## src/rtl/seq_mac_pkg.sv

```systemverilog
// seq_mac shared types, default widths and the accumulator overflow helper.
// SEQ_MAC_SIGNED_EN switches the helper to two's-complement overflow.
package seq_mac_pkg;

    typedef enum logic [1:0] {
        IDLE  = 2'd0,
        RUN   = 2'd1,
        ACCUM = 2'd2,
        DONE  = 2'd3
    } seq_mac_state_t;

    localparam int DEF_W     = 10;
    localparam int DEF_ACC_W = 2 * DEF_W + 4;

    // Overflow of one accumulator add, from operand/sum MSBs and carry out.
    function automatic logic add_ovf(
        input logic a_msb,
        input logic b_msb,
        input logic s_msb,
        input logic carry
    );
`ifdef SEQ_MAC_SIGNED_EN
        return (a_msb == b_msb) && (s_msb != a_msb);
`else
        return carry | (1'b0 & (a_msb ^ b_msb ^ s_msb));
`endif
    endfunction

endpackage

```

## src/rtl/seq_mac_shift_add.sv

```systemverilog
// seq_mac_shift_add: P register, bit counter and merged add/shift step.
// SEQ_MAC_SIGNED_EN: sign-extended add, arithmetic shift, final subtract.
module seq_mac_shift_add
    import seq_mac_pkg::*;
#(
    parameter int W = DEF_W
) (
    input  logic           clk,
    input  logic           rst,
    input  logic           load,
    input  logic           step,
    input  logic [W-1:0]   mplier,
    input  logic [W-1:0]   mcand,
    output logic           last,
    output logic [2*W-1:0] p_out
);

    localparam int CW = (W > 2) ? $clog2(W) : 1;

    logic [2*W:0]  p;
    logic [2*W:0]  p_next;
    logic [CW-1:0] cnt;
    logic [W-1:0]  mcand_q;
    logic [W:0]    addend;
    logic [W:0]    upper;
    logic          sub;
    logic          fill;

    assign last  = (cnt == CW'(W - 1));
    assign p_out = p[2*W-1:0];

    // One RUN step: conditional add (or final subtract), then shift right.
    always_comb begin
        addend = '0;
        upper  = p[2*W:W];
        sub    = 1'b0;
        fill   = 1'b0;
`ifdef SEQ_MAC_SIGNED_EN
        addend = {mcand_q[W-1], mcand_q};
        sub    = last;
`else
        addend = {1'b0, mcand_q};
`endif
        if (p[0]) begin
            if (sub) begin
                upper = p[2*W:W] - addend;
            end else begin
                upper = p[2*W:W] + addend;
            end
        end
`ifdef SEQ_MAC_SIGNED_EN
        fill = upper[W];
`endif
        p_next = {fill, upper, p[W-1:1]};
    end

    // Operand capture on acceptance, then one step per RUN cycle.
    always_ff @(posedge clk) begin
        if (rst) begin
            p       <= '0;
            cnt     <= '0;
            mcand_q <= '0;
        end else if (load) begin
            p       <= {{(W + 1){1'b0}}, mplier};
            cnt     <= '0;
            mcand_q <= mcand;
        end else if (step) begin
            p       <= p_next;
            cnt     <= cnt + 1'b1;
        end
    end

endmodule

```

## src/rtl/seq_mac.sv

```systemverilog
// seq_mac: sequential shift-add multiply-accumulate engine.
// Define SEQ_MAC_SIGNED_EN for two's-complement operands and accumulator.
module seq_mac
    import seq_mac_pkg::*;
#(
    parameter int W     = DEF_W,
    parameter int ACC_W = 2 * W + 4
) (
    input  logic             clk,
    input  logic             rst,
    input  logic             start,
    input  logic             acc_en,
    input  logic [W-1:0]     mplier,
    input  logic [W-1:0]     mcand,
    output logic             busy,
    output logic             done,
    output logic [2*W-1:0]   prod,
    output logic [ACC_W-1:0] acc,
    output logic             ovf,
    output logic [1:0]       pstate
);

    seq_mac_state_t state;
    seq_mac_state_t next_state;

    logic             load;
    logic             step;
    logic             last;
    logic [2*W-1:0]   p_out;
    logic             acc_en_q;
    logic             busy_d;
    logic             done_d;
    logic [ACC_W-1:0] prod_ext;
    logic [ACC_W:0]   sum;
    logic             add_o;

    seq_mac_shift_add #(
        .W(W)
    ) u_shift_add (
        .clk    (clk),
        .rst    (rst),
        .load   (load),
        .step   (step),
        .mplier (mplier),
        .mcand  (mcand),
        .last   (last),
        .p_out  (p_out)
    );

    assign pstate = state;

    // State register plus registered busy/done.
    always_ff @(posedge clk) begin
        if (rst) begin
            state <= IDLE;
            busy  <= 1'b0;
            done  <= 1'b0;
        end else begin
            state <= next_state;
            busy  <= busy_d;
            done  <= done_d;
        end
    end

    // Next-state decode; start only matters in IDLE.
    always_comb begin
        next_state = state;
        unique case (state)
            IDLE:    if (start) next_state = RUN;
            RUN:     if (last) next_state = ACCUM;
            ACCUM:   next_state = DONE;
            DONE:    next_state = IDLE;
            default: next_state = IDLE;
        endcase
    end

    // Datapath controls and next values of the registered flags.
    always_comb begin
        load   = (state == IDLE) && start;
        step   = (state == RUN);
        busy_d = (next_state == RUN) || (next_state == ACCUM);
        done_d = (next_state == DONE);
    end

    // Product extension and the accumulator add with its overflow.
    always_comb begin
`ifdef SEQ_MAC_SIGNED_EN
        prod_ext = ACC_W'($signed(p_out));
`else
        prod_ext = ACC_W'(p_out);
`endif
        sum   = {1'b0, acc} + {1'b0, prod_ext};
        add_o = add_ovf(acc[ACC_W-1], prod_ext[ACC_W-1],
                        sum[ACC_W-1], sum[ACC_W]);
    end

    // Mode capture on acceptance.
    always_ff @(posedge clk) begin
        if (rst) begin
            acc_en_q <= 1'b0;
        end else if (load) begin
            acc_en_q <= acc_en;
        end
    end

    // Result retirement in ACCUM: product, accumulator, sticky overflow.
    always_ff @(posedge clk) begin
        if (rst) begin
            prod <= '0;
            acc  <= '0;
            ovf  <= 1'b0;
        end else if (state == ACCUM) begin
            prod <= p_out;
            if (acc_en_q) begin
                acc <= sum[ACC_W-1:0];
                ovf <= ovf | add_o;
            end else begin
                acc <= prod_ext;
                ovf <= 1'b0;
            end
        end
    end

endmodule
```

## config.mk

```make
export PLATFORM = sky130hd
export DESIGN_NAME = seq_mac
export DESIGN_NICKNAME = d
export VERILOG_FILES = /design/src/rtl/seq_mac_pkg.sv /design/src/rtl/seq_mac_shift_add.sv /design/src/rtl/seq_mac.sv
export SDC_FILE = /design/constraint.sdc
export NUM_CORES = 1
export LEC_CHECK = 0
export BUFFER_PORTS_ARGS = -buffer_cell sky130_fd_sc_hd__buf_4
export CORE_MARGIN = 5
export CORE_UTILIZATION = 35
export CTS_BUF_LIST = sky130_fd_sc_hd__clkbuf_4 sky130_fd_sc_hd__clkbuf_8 sky130_fd_sc_hd__clkbuf_16
export CTS_CLUSTER_SIZE = 25
export DETAILED_ROUTE_END_ITERATION = 10
export HOLD_SLACK_MARGIN = 0.15
export SYNTH_ARGS = -nofsm -noshare
export SYNTH_HDL_FRONTEND = slang
export SYNTH_SLANG_ARGS = --single-unit
```

## constraint.sdc

```tcl
create_clock -name clk -period 2.8 [get_ports clk]
set_clock_uncertainty 0.15 [all_clocks]
set_input_delay 0.28 -clock clk [delete_from_list [all_inputs] [get_ports clk]]
set_output_delay 0.28 -clock clk [all_outputs]
set_load 0.03 [all_outputs]
```

==> run summary <==
During I/O placement, the number of pins put on the boundary was 73. In the synthesized netlist the dominant register cell turns out to be sky130_fd_sc_hd__dfxtp_1. The maximum fanout along the worst path was 4; the number of nets produced by synthesis was 728. Before antenna repair, the detailed router went through 5 iterations. Measured along the y axis, the die boundary spans 130.2 um. The first routing iteration left 410 violations. The tree is rooted in a sky130_fd_sc_hd__clkbuf_16.

The core region is 14370 um^2. The estimated wirelength of the detail-placed design was 11160 um. The type of the worst min-delay path was input port to flop.

The smallest hold slack came out at 0.2026 ns. Input and output buffers added on the ports amount to 72. The first global-routing pass estimated 24350 um of wire.

The floorplan has 44 rows. The flow ran to the end, and the final reports show no timing, DRC or antenna violations. The final estimated routing congestion in global placement is 0.8925. The worst setup path is of the flop to flop kind.

Post-route fraction of the period consumed by the critical path: 93.11%. The share of the yosys chip area belonging to registers is 33.27%, and the number of buffers on the longest clock path is 2. The run gives 670 as the gate count of the mapped netlist. Once detail routing completed, the nets flagged for antenna violations numbered 0. In this run, distinct cell masters in the synthesized netlist total 58.

The tools report the via count of the first global-routing pass as 4810. Pin slew with the least headroom to its limit: 0.5594 ns. The clock period minus final worst setup slack was 2.607 ns; the synthesized area per cell was 7.545 um^2.

The run gives 0 as the count of max-cap constraint violations. Setup repair after global routing left no endpoint under its margin. The tools report the floorplan die area as 16950 um^2. The maximum number of pins on one net before global-route repair is 48. The signed area change from the synthesized netlist to the final layout came out at 24.75%. After synthesis, the share of flip-flops with an asynchronous set or reset is 0%. In the final routed layout, each cell accounts on average for 16.25 um. The tools report the clock sink count as 84. The synthesized design contains 0 enable-type register cells. In this run the tightest slew margin relative to its limit is 62.31%. The post-route DRC violation count is 0. The tools report the type of element launching the critical path as a flop.

CTS built an H-tree with a depth of 3. After clock tree synthesis, the clock-pin slew on the worst setup and hold paths is 0.06 ns. The number of antenna diodes in the final layout is 0.

For this configuration, the core starts out at a cell density of 35.18%. For the number of antenna violations at the first check in global routing, the log shows 0. The proportion of layout cells with a drive suffix above 1 was 16.64%; the count of final max-slew check failures was 0. For this run the aggregate overflow at the end of global routing stands at 0. For the static leakage, the log shows 2.554 nW. After routing, the total negative slack on setup checks comes to 0 ns. The arrival time at the worst endpoint is 2.73 ns, and the cell area after synthesis is 5055 um^2. The power per standard cell area is 450.2 nW/um^2, and the routed wire length is 15190 um. The overall global routing resource usage is 18.07%. Number of flip-flops and latches in the synthesized netlist: 84. In this run, CTS created clock tree buffers numbering 9. The die is 130.2 um wide. TritonCTS built the clock tree.

At the worst endpoint, the required time is 2.93 ns. After layout, the worst setup slack is 0.1929 ns. Capturing element type of the critical path: a flop. In the routed layout, each cell is associated on average with a via count of 5.417. Yosys printed 0 warnings. The tools report the final layout net count as 805. For the post-place setup slack, the log shows 0.1590 ns.

The setup-violating endpoint count in the final report was 0; the achievable frequency was 383.6 MHz. The clock latency on the worst-skew pair is 0.35 ns, and the number of buffers inserted to repair setup after CTS is 0. The vias after detailed routing is 5065, and the total count of hold-check failures in the final report is 0. IR analysis of the VDD net gives a maximum drop of 0.0002652 V.
worst paths after layout:
path / startpoint / to / slack [ns] / depth (start not counted)
hold reg to reg: prod[14] / prod[14] / 0.30 / 2
setup / recovery: acc[0] / acc[20] / 0.19 / 9
hold / removal: mplier[7] / u_shift_add.p[7] / 0.20 / 5
setup reg to reg: acc[0] / acc[20] / 0.19 / 9
layer usage:
metal / routed length [um] / GRT usage (%)
met1: 7305 / 25.14
met2: 6844 / 28.06
met3: 732 / 2.538
met4: 308 / 7.457
met5: 0 / 0
state kept, by name (all words and copies together), names as in the netlist:
signal / count
done: 1
pstate: 2
acc: 24
ovf: 1
u_shift_add.mcand_q: 10
busy: 1
acc_en_q: 1
u_shift_add.cnt: 4
u_shift_add.p: 20
prod: 20
report_power, final:
part           total, W  switching (W)  leakage, nW  internal, W
clock           0.00121       0.000506        0.142     0.000707
combinational  0.000363       0.000211         1.73     0.000151
sequential      0.00126      0.0000345        0.682      0.00123
total           0.00284       0.000752         2.55      0.00209
cell type report:
class                   count  area [um^2]
inverters                  24        90.09
clock buffers              11        240.2
fillers                  1431         8063
multi-input cells         518         3129
clock inverters             4        51.30
repair buffers            110        883.3
flip-flops and latches     84         1682
well taps                 184        230.2
synthesized netlist by cell type, drive strengths merged, types with 3 or more instances:
| library cell | count | area, um^2 |
|---|---|---|
| clkbuf | 28 | 106.4 |
| o21a | 4 | 30.03 |
| o21bai | 7 | 52.55 |
| mux2i | 15 | 150.1 |
| nand2 | 88 | 330.3 |
| nor2 | 74 | 277.8 |
| xor2 | 3 | 26.28 |
| inv | 24 | 90.09 |
| nand3 | 23 | 115.1 |
| a211o | 3 | 26.28 |
| nor2b | 4 | 25.02 |
| nor4 | 6 | 37.54 |
| a41oi | 3 | 41.29 |
| or2 | 3 | 18.77 |
| or3 | 7 | 48.80 |
| nand4 | 10 | 62.56 |
| or4 | 4 | 33.78 |
| nor3 | 25 | 125.1 |
| dfxtp | 84 | 1682 |
| ha | 32 | 400.4 |
| a21o | 8 | 60.06 |
| a211oi | 20 | 150.1 |
| buf | 16 | 70.07 |
| a31oi | 6 | 37.54 |
| xnor2 | 10 | 87.58 |
| a311oi | 3 | 26.28 |
| o21ai | 37 | 185.2 |
| a21oi | 85 | 429.2 |
| o211ai | 6 | 45.04 |
| nand2b | 6 | 37.54 |
worst max-delay path, stage by stage, from the launching register on:
cell and delay (ns):
sky130_fd_sc_hd__dfxtp_1 0.36, sky130_fd_sc_hd__ha_1 0.21, sky130_fd_sc_hd__inv_1 0.06, sky130_fd_sc_hd__fa_1 0.40, sky130_fd_sc_hd__nand2b_1 0.18, sky130_fd_sc_hd__a21o_1 0.21, sky130_fd_sc_hd__a21oi_2 0.19, sky130_fd_sc_hd__a41oi_2 0.21
sky130_fd_sc_hd__o32ai_4 0.35, sky130_fd_sc_hd__mux2i_1 0.22
logic make-up after synthesis:
logic type | count (synthesis) | synth area share, %
simple gates | 261 | 23.64
compound gates | 195 | 23.89
flops | 84 | 33.27
buf+inv | 68 | 5.272
fa+ha+maj | 34 | 8.713
mux | 15 | 2.970
xor+xnor | 13 | 2.252
placed cells by master, fill, tap and decap left out, types with 4 or more instances in the layout:
master | netlist | layout
sky130_fd_sc_hd__o21bai_1 | 7 | 7
sky130_fd_sc_hd__nand2_1 | 88 | 88
sky130_fd_sc_hd__dlygate4sd3_1 | 0 | 13
sky130_fd_sc_hd__clkbuf_16 | 0 | 9
sky130_fd_sc_hd__ha_1 | 32 | 32
sky130_fd_sc_hd__nor3_1 | 25 | 25
sky130_fd_sc_hd__xnor2_1 | 10 | 10
sky130_fd_sc_hd__o21ai_0 | 35 | 35
sky130_fd_sc_hd__nand2b_1 | 6 | 6
sky130_fd_sc_hd__o211ai_1 | 6 | 6
sky130_fd_sc_hd__nand3_1 | 23 | 23
sky130_fd_sc_hd__o21a_1 | 4 | 4
sky130_fd_sc_hd__mux2i_1 | 15 | 15
sky130_fd_sc_hd__nand4_1 | 10 | 10
sky130_fd_sc_hd__a21oi_1 | 84 | 83
sky130_fd_sc_hd__nor4_1 | 6 | 6
sky130_fd_sc_hd__a31oi_1 | 6 | 6
sky130_fd_sc_hd__a211oi_1 | 20 | 20
sky130_fd_sc_hd__buf_4 | 0 | 95
sky130_fd_sc_hd__nor2_1 | 74 | 74
sky130_fd_sc_hd__inv_1 | 24 | 24
sky130_fd_sc_hd__dfxtp_1 | 84 | 84
sky130_fd_sc_hd__a21o_1 | 8 | 8
sky130_fd_sc_hd__or3_1 | 6 | 6
through the flow:
step / instances / util, % / instance area [um^2] / power, W
3_3_place_gp: 907 / 40.85 / 5869 / 0.001630
3_5_place_dp: 907 / 40.85 / 5869 / 0.001637
4_1_cts: 935 / 43.78 / 6291 / 0.002857
5_1_grt: 935 / 43.89 / 6306 / 0.002942
2_1_floorplan: 670 / - / 5055 / 0.001510
6_report: 935 / 43.89 / 6306 / 0.002839
what timing repair did:
item	4_1_cts	5_1_grt
endpoints found under the setup margin	0	1
endpoints found under the hold margin	13	0
hold buffers	13	0
gates resized for setup	0	2
(Power assumes the default switching activity.)
